$ cat src/rtl/instruction_fetcher.sv
`default_nettype none
// ============================================================================
// Module      : instruction_fetcher
// Description : Fetch front end. Holds the fetch PC, issues one instruction
//               cache read at a time, advances by 2 (RVC) or 4 bytes, and
//               queues fetched instructions toward the decoder. A flush port
//               redirects fetch and drops stale in-flight responses.
// Revision    : 1.0 - initial release
// ============================================================================
module instruction_fetcher #(
  parameter int          QUEUE_DEPTH = 4,
  parameter logic [31:0] RESET_PC    = 32'h0
) (
  input  logic        clk_in,
  input  logic        rst_in,
  input  logic        rdy_in,
  output logic [31:0] read_addr,
  output logic        is_reading,
  input  logic [31:0] read_data,
  input  logic        is_ready,
  input  logic        is_compressed_instruction,
  input  logic        flush_in,
  input  logic [31:0] flush_pc,
  output logic        inst_valid,
  output logic [31:0] inst_data,
  output logic [31:0] inst_pc,
  output logic        inst_is_compressed,
  input  logic        inst_ready
);

  localparam int PTR_W = $clog2(QUEUE_DEPTH);
  localparam int CNT_W = PTR_W + 1;
  localparam logic [CNT_W-1:0] DEPTH_C = CNT_W'(QUEUE_DEPTH);

  typedef enum logic [1:0] {
    IDLE    = 2'd0,
    WAIT    = 2'd1,
    DISCARD = 2'd2
  } state_t;

  state_t             state, state_n;
  logic [31:0]        pc, pc_n, addr_n, pc_inc, push_data;
  logic               reading_n, push, pop, room;
  logic [PTR_W-1:0]   wr_ptr, wr_ptr_n, rd_ptr, rd_ptr_n;
  logic [CNT_W-1:0]   count, count_n;

  logic [31:0]        data_mem [QUEUE_DEPTH];
  logic [31:0]        pc_mem   [QUEUE_DEPTH];
  logic               comp_mem [QUEUE_DEPTH];

  // Next-state, request and FIFO bookkeeping; everything holds when rdy_in is low
  always_comb begin
    state_n   = state;
    pc_n      = pc;
    addr_n    = read_addr;
    reading_n = is_reading;
    wr_ptr_n  = wr_ptr;
    rd_ptr_n  = rd_ptr;
    count_n   = count;
    push      = 1'b0;
    pop       = 1'b0;
    room      = 1'b0;
    push_data = is_compressed_instruction ? {16'h0, read_data[15:0]} : read_data;
    pc_inc    = pc + (is_compressed_instruction ? 32'd2 : 32'd4);
    if (rdy_in) begin
      if (flush_in) begin
        // Redirect: queue emptied, any same-cycle pop/push is void
        pc_n     = flush_pc;
        wr_ptr_n = '0;
        rd_ptr_n = '0;
        count_n  = '0;
        if (state != IDLE && !is_ready) begin
          // Old request still in flight: hold it and drop its answer
          state_n = DISCARD;
        end else begin
          state_n   = WAIT;
          addr_n    = flush_pc;
          reading_n = 1'b1;
        end
      end else begin
        pop  = inst_valid & inst_ready;
        push = (state == WAIT) & is_ready;
        if (pop)  rd_ptr_n = rd_ptr + PTR_W'(1);
        if (push) wr_ptr_n = wr_ptr + PTR_W'(1);
        count_n = count + CNT_W'(push) - CNT_W'(pop);
        // A new request reserves one slot on top of the queued entries
        room = (count_n < DEPTH_C);
        case (state)
          IDLE: begin
            if (room) begin
              state_n   = WAIT;
              addr_n    = pc;
              reading_n = 1'b1;
            end
          end
          WAIT: begin
            if (is_ready) begin
              pc_n = pc_inc;
              if (room) begin
                addr_n = pc_inc;
              end else begin
                state_n   = IDLE;
                reading_n = 1'b0;
              end
            end
          end
          DISCARD: begin
            if (is_ready) begin
              state_n = WAIT;
              addr_n  = pc;
            end
          end
          default: begin
            state_n   = IDLE;
            reading_n = 1'b0;
          end
        endcase
      end
    end
  end

  // Control and request registers
  always_ff @(posedge clk_in or negedge rst_in) begin
    if (!rst_in) begin
      state      <= IDLE;
      pc         <= RESET_PC;
      read_addr  <= RESET_PC;
      is_reading <= 1'b0;
      wr_ptr     <= '0;
      rd_ptr     <= '0;
      count      <= '0;
    end else begin
      state      <= state_n;
      pc         <= pc_n;
      read_addr  <= addr_n;
      is_reading <= reading_n;
      wr_ptr     <= wr_ptr_n;
      rd_ptr     <= rd_ptr_n;
      count      <= count_n;
    end
  end

  // Instruction storage; cleared on reset so the head reads as zero
  always_ff @(posedge clk_in or negedge rst_in) begin
    if (!rst_in) begin
      for (int i = 0; i < QUEUE_DEPTH; i++) begin
        data_mem[i] <= '0;
        pc_mem[i]   <= '0;
        comp_mem[i] <= 1'b0;
      end
    end else if (push) begin
      data_mem[wr_ptr] <= push_data;
      pc_mem[wr_ptr]   <= pc;
      comp_mem[wr_ptr] <= is_compressed_instruction;
    end
  end

  assign inst_valid         = (count != '0);
  assign inst_data          = data_mem[rd_ptr];
  assign inst_pc            = pc_mem[rd_ptr];
  assign inst_is_compressed = comp_mem[rd_ptr];

endmodule
`default_nettype wire

$ cat config.mk
export PLATFORM = sky130hd
export DESIGN_NAME = instruction_fetcher
export DESIGN_NICKNAME = d
export VERILOG_FILES = /design/src/rtl/instruction_fetcher.sv
export SDC_FILE = /design/constraint.sdc
export NUM_CORES = 1
export LEC_CHECK = 0
export BUFFER_PORTS_ARGS = -buffer_cell sky130_fd_sc_hd__clkbuf_2
export CAP_MARGIN = 20
export CORE_AREA = 3 3 193 195
export DETAILED_ROUTE_END_ITERATION = 7
export DIE_AREA = 0 0 196 198
export HOLD_SLACK_MARGIN = 0.12
export PLACE_DENSITY_LB_ADDON = 0.15
export SLEW_MARGIN = 20
export SYNTH_ARGS = -nofsm -noshare
export SYNTH_HDL_FRONTEND = slang
export SYNTH_SLANG_ARGS = --single-unit
$ cat constraint.sdc
create_clock -name clk_in -period 3.1 [get_ports clk_in]
set_input_delay 0 -clock clk_in [delete_from_list [all_inputs] [get_ports clk_in]]
set_output_delay 0 -clock clk_in [all_outputs]
set_load 0.03 [all_outputs]
==> metrics.txt, run 1 <==
outcome=complete, no violations; count leader, synth=dfrtp_1; Hold Violations, Final=0; R2R Setup Slk=a little under 80 ps; worst min path class=in -> async; Peak VDD IR=0.5454 mV; port bufs=169; largest net degree at the start of global routing=92; CTS tree=yes; Synth cell types=62; crit share post-route=0.9746; count of buffer and inverter cells on the critical path=3; top cells by area, synth=dfrtp_1, mux2_2, mux4_2; RePlAce Congestion=between 0.8 and 0.9; GR met1 Demand/Resource=0.3120; Pleak=approximately 9 nW; total power=~18 mW; FFs w/ async S/R, synth=1.000; worst-path fanout max=7; CP Capture Type=flip-flop; DRT iter0 DRCs=around 730; slowest stage delay, CP=roughly 460 ps; Detail Route Antenna Nets=0; yosys warns=0; detailed-route via count=11.59k; hpwl dp=27,160 um; cell area after synthesis=about 16,000 um^2; Final min period=between 3000 and 4000 ps; Total Routing Usage GR=0.2194; Mean Syn Cell Area=approximately 12 um^2; worst clock skew=about 20 ps; net count after synthesis=about 1.4k; nets@finish=roughly 1.7k; Slew headroom=0.4803; area taken by flip-flops and latches=8369 um^2; DRC viols=0; DIE WIDTH=between 150 and 200 um; met3 Resource Use GR=0.03131; Root Buffer=clkbuf_16; ratio of cells with drive above 1 in the final layout=0.3500; post-DR vias/cell=about 5.6; full die area=just under 40,000 um^2; first-pass GRT wire length=a little under 70,000 um; WS Path Type=reg -> reg; WL final=around 43,000 um; Power Density=897.2 nW/um^2; required time of the critical path=about 3500 ps; GRT overflow=0; Critical Path Start Type=flip-flop; EDFF count, synth=0; Initial Utilization=0.4485; I/O pin count=170; Avg WL per Cell=~21 um; Synth Register Bits=334; core region area=between 30,000 and 40,000 um^2; drt first pass iters=5; # fillers=roughly 3.1k; setup TNS=0 ps; Die Height=around 200 um; vias in the first global route=approximately 12k; clock network latency to the later pin of the worst-skew pair=approximately 530 ps; FP Rows=slightly below 70; # setup viols final=0; clock sinks=~330; GRT busiest layer=met2; initial antenna violation count=0; post-synthesis sequential area ratio=0.5239; Post-Synthesis Cells=around 1.4k; CTS max path bufs=3; worst slew pin tran=slightly below 800 ps; critical path's top delay family=compound AO/OA/AOI/OAI gates; Hold WS=about 140 ps; Synth top area share=0.5239; RSZ-0062 raised after global routing=no; clock-pin slew on the worst setup and hold paths=about 60 ps; n_diodes=0; Multi-input gate area=a little over 7000 um^2; P&R area growth vs syn=23.36%; Slowest-stage cell, CP=a221o_2; largest area contributor in the netlist=dfrtp_1; H-tree levels=2; critical path data arrival time=3440 ps; dominant register cell in the synthesized netlist=dfrtp_1; GR Util met2=0.3643; f_max=roughly 330 MHz; total CTS buffers=38; Slew Limit Fails=0; max cap viols=0; CP Cell Sequence=or3_4, and2_4, ha_4, inv_2, ha_4, inv_2, fa_2, xor3_2, a221o_2, buf_12, a221o_1; most common library cells after synthesis=dfrtp_1, mux2_2, nand2_1, o21ai_0
## state kept, by name, summed over array words and instances, names as in the netlist
signal / flops
data_mem: 128
pc_mem: 128
pc: 32
read_addr: 32
comp_mem: 4
count: 3
rd_ptr: 2
state: 2
wr_ptr: 2
is_reading: 1
## worst min-delay path, delay by kind of cell
kind	cells	cell delay (ps)
buf+inv	3	1040
## cell families after synthesis
family                     synth area share
AOI/OAI and AO/OA                   0.09285
xor gates and xnor gates            0.01082
adders and majority gates          0.008784
buffers and inverters               0.03286
DFF                                  0.5239
muxes                                0.2293
and+or+nand+nor                      0.1015
## cell usage in the layout, fill, tap and decap left out, types with 13 or more instances in the layout
cell	n
nor3_1	20
nand3_1	27
mux2_2	178
mux2i_1	19
nand4_1	13
nor2_1	50
o22ai_1	27
buf_4	40
dlygate4sd3_1	75
nand2_1	166
dfrtp_1	329
a31oi_1	13
inv_1	13
clkbuf_16	41
o21ai_0	123
a21oi_1	32
mux4_2	65
clkbuf_2	168
## where the power goes
part / internal, mW / switching (mW)
clock: 2.74 / 1.79
sequential: 5.66 / 0.941
combinational: 2.78 / 3.76
total: 11.2 / 6.49
## path summary, 6_finish.rpt
path / cells past startpoint / from / end
max in group asynchronous: 3 / rst_in / pc_mem[79]
min in group clk_in: 4 / flush_pc[0] / pc[0]
min: 3 / rst_in / data_mem[106]
max: 11 / count[0] / read_addr[11]
min reg2reg: 2 / pc_mem[63] / pc_mem[63]
max reg2reg: 11 / count[0] / read_addr[11]
## area by class of cell
type / instances / share of cell area
clock inverters: 16 / 0.009854
well taps: 461 / 0.02931
repair buffers: 301 / 0.1142
flip-flops and latches: 334 / 0.4252
inverters: 16 / 0.003051
clock buffers: 50 / 0.05372
multi-input cells: 886 / 0.3647
## repair_timing
| action | 4_1_cts | 5_1_grt |
|---|---|---|
| hold buffers | 76 | 0 |
| endpoints found under the hold margin | 537 | 0 |
| buffers inserted | 0 | 3 |
| gates resized for setup | 0 | 16 |
| setup endpoints to repair | 0 | 31 |
## metrics by stage
stage	utilization	std cells	worst slack [ps]	area (um^2)
3_5_place_dp	0.4931	1917	36.94	17540
5_1_grt	0.5533	2064	9.001	19680
4_1_cts	0.5502	2059	0.5629	19570
3_3_place_gp	0.4931	1917	80.01	17540
2_1_floorplan	-	1352	10.05	16010
6_report	0.5533	2064	78.74	19680
## routing by layer
metal	vias up	share of wire
met5	-	0
met4	0	0.018
met3	60	0.049
met2	297	0.48
met1	5844	0.46
li1	5386	-
Note: power is estimated with default switching activity, not from simulation.
==> run 2: changes to the inputs <==
Settings changed: SETUP_SLACK_MARGIN set to 0.15.
==> metrics.txt, run 2 (synthesis gave the netlist of run 1 again) <==
outcome=complete, no violations; Critical Path Start Type=flip-flop; detailed-route via count=about 12k; Slew Limit Fails=0; Multi-input gate area=just over 7000 um^2; worst clock skew=18.71 ps; n_diodes=0; WL final=around 43,000 um; full die area=between 30,000 and 40,000 um^2; Cells after DPL=about 1.9k; non-filler cells, final=between 2k and 2.5k; clock-pin slew on the worst setup and hold paths=around 60 ps; f_max=335.6 MHz; CP Cell Sequence=or3_4, and2_4, ha_4, inv_4, ha_4, inv_2, fa_2, xor3_2, buf_4, a221oi_4, buf_6, buf_6, nand2_8, o211ai_1; total CTS buffers=38; required time of the critical path=3520 ps; drt first pass iters=6; Peak VDD IR=just under 0.7 mV; critical path data arrival time=roughly 3400 ps; crit share post-route=0.9612; CTS tree=yes; CP Capture Type=flip-flop; nets@finish=around 1.7k; largest net degree at the start of global routing=62; commonest non-fill, non-tap cells in the layout=dfrtp_1, mux2_2, clkbuf_2, nand2_1, o21ai_0; core region area=approximately 36,000 um^2; Die Height=around 200 um; Avg WL per Cell=~21 um; GRT overflow=0; max cap viols=0; port bufs=between 150 and 200; Final min period=between 2000 and 3000 ps; Root Buffer=clkbuf_16; H-tree levels=2; DRC viols=0; # setup viols final=0; RePlAce Congestion=~0.94; DIE WIDTH=about 200 um; DRT iter0 DRCs=between 700 and 800; worst min path class=in -> reg; Power Density=902.0 nW/um^2; RSZ-0062 raised after global routing=yes; worst slew pin tran=around 790 ps; clock network latency to the later pin of the worst-skew pair=~520 ps; # fillers=3,064; Total Routing Usage GR=0.2231; worst-path fanout max=10; hpwl dp=between 20,000 and 30,000 um; first-pass GRT wire length=around 70,000 um; I/O pin count=170; Detail Route Antenna Nets=0; setup TNS=0 ps; FP Rows=between 60 and 70; critical path's top delay family=adder cells; most common cell after layout, fill and taps aside=dfrtp_1; P&R area growth vs syn=24.51%; biggest registers after layout=data_mem (128), pc_mem (128); slowest stage delay, CP=approximately 400 ps; ratio of cells with drive above 1 in the final layout=0.3571; clock sinks=~330; Initial Utilization=0.4485; Hold Violations, Final=0; initial antenna violation count=0; Slew headroom=0.4709; WS Path Type=reg -> reg; area taken by flip-flops and latches=8363 um^2; Slowest-stage cell, CP=or3_4; Pleak=about 9 nW; CTS max path bufs=3; vias in the first global route=approximately 12k; count of buffer and inverter cells on the critical path=5; post-DR vias/cell=between 5 and 6
## run 2: cell types whose count changed in the layout (fill, tap and decap cells not counted), moves of 3 or more
| cell | delta |
|---|---|
| o21ai_2 | +3 |
| dlygate4sd3_1 | -4 |
| nand2_1 | -5 |
| clkbuf_8 | +10 |
| dfrtp_1 | +3 |
| o21ai_0 | -7 |
| o21ai_1 | +4 |
| clkinv_2 | -5 |
| buf_4 | +3 |
## run 2: repair_timing
action / in CTS / in global routing
setup endpoints to repair: 32 / 35
cloned: 1 / 2
endpoints found under the hold margin: 519 / 0
pin swaps: 4 / 13
hold buffers: 72 / 0
setup buffers: 6 / 2
gates resized for setup: 15 / 30
## run 2: area by class of cell
cell class / instances / area share
well taps: 461 / 0.02904
clock buffers: 64 / 0.06305
multi-input cells: 886 / 0.3643
inverters: 16 / 0.003149
repair buffers: 305 / 0.1156
clock inverters: 5 / 0.003779
flip-flops and latches: 334 / 0.4210
## run 2: through the flow
step                      hold WS [ps]  setup slack, ps    util  total power [mW]  instance area, um^2
final                            258.2            120.4  0.5585             17.92                19860
after global routing             254.1            9.210  0.5585             18.91                19860
after CTS                        240.6            100.6  0.5549             17.99                19740
after detailed placement         66.11            3.769  0.4935             13.06                17550
after global placement           66.96            58.34  0.4935             12.90                17550
after floorplan                 -295.6            37.22       -             11.01                16020
## run 2: final timing paths
kind / start / endpoint / slack [ps] / depth (start not counted)
max in group asynchronous: rst_in / data_mem[61] / 1830 / 4
hold reg to reg: data_mem[53] / data_mem[53] / 470 / 2
setup / recovery: count[0] / read_addr[27] / 120 / 14
setup reg to reg: count[0] / read_addr[27] / 120 / 14
min in group asynchronous: rst_in / data_mem[67] / 550 / 3
hold / removal: flush_pc[0] / pc[0] / 260 / 4
## run 2: worst register-to-register path, cell delays in order, from the launching register on
cell and delay (ps):
dfrtp_1 370, or3_4 390, and2_4 160, ha_4 210
inv_4 50, ha_4 110, inv_2 30, fa_2 320
xor3_2 290, buf_4 170, a221oi_4 220, buf_6 170
buf_6 120, nand2_8 70, o211ai_1 200
## run 2: power breakdown
part           internal, mW  leakage, nW  switching [mW]  total (mW)
Combinational          2.84         4.04            3.90        6.74
Sequential             5.65         4.35           0.868        6.52
Clock                  2.91        0.657            1.74        4.65
Total                  11.4         9.05            6.52        17.9
## run 2: routing by layer
layer | vias up | GRT usage | routed length [um]
met4 | 0 | 0.05123 | 780
li1 | 5396 | - | -
met1 | 5879 | 0.3141 | 19340
met5 | - | 0 | 0
met3 | 57 | 0.03777 | 2215
met2 | 286 | 0.3666 | 20740
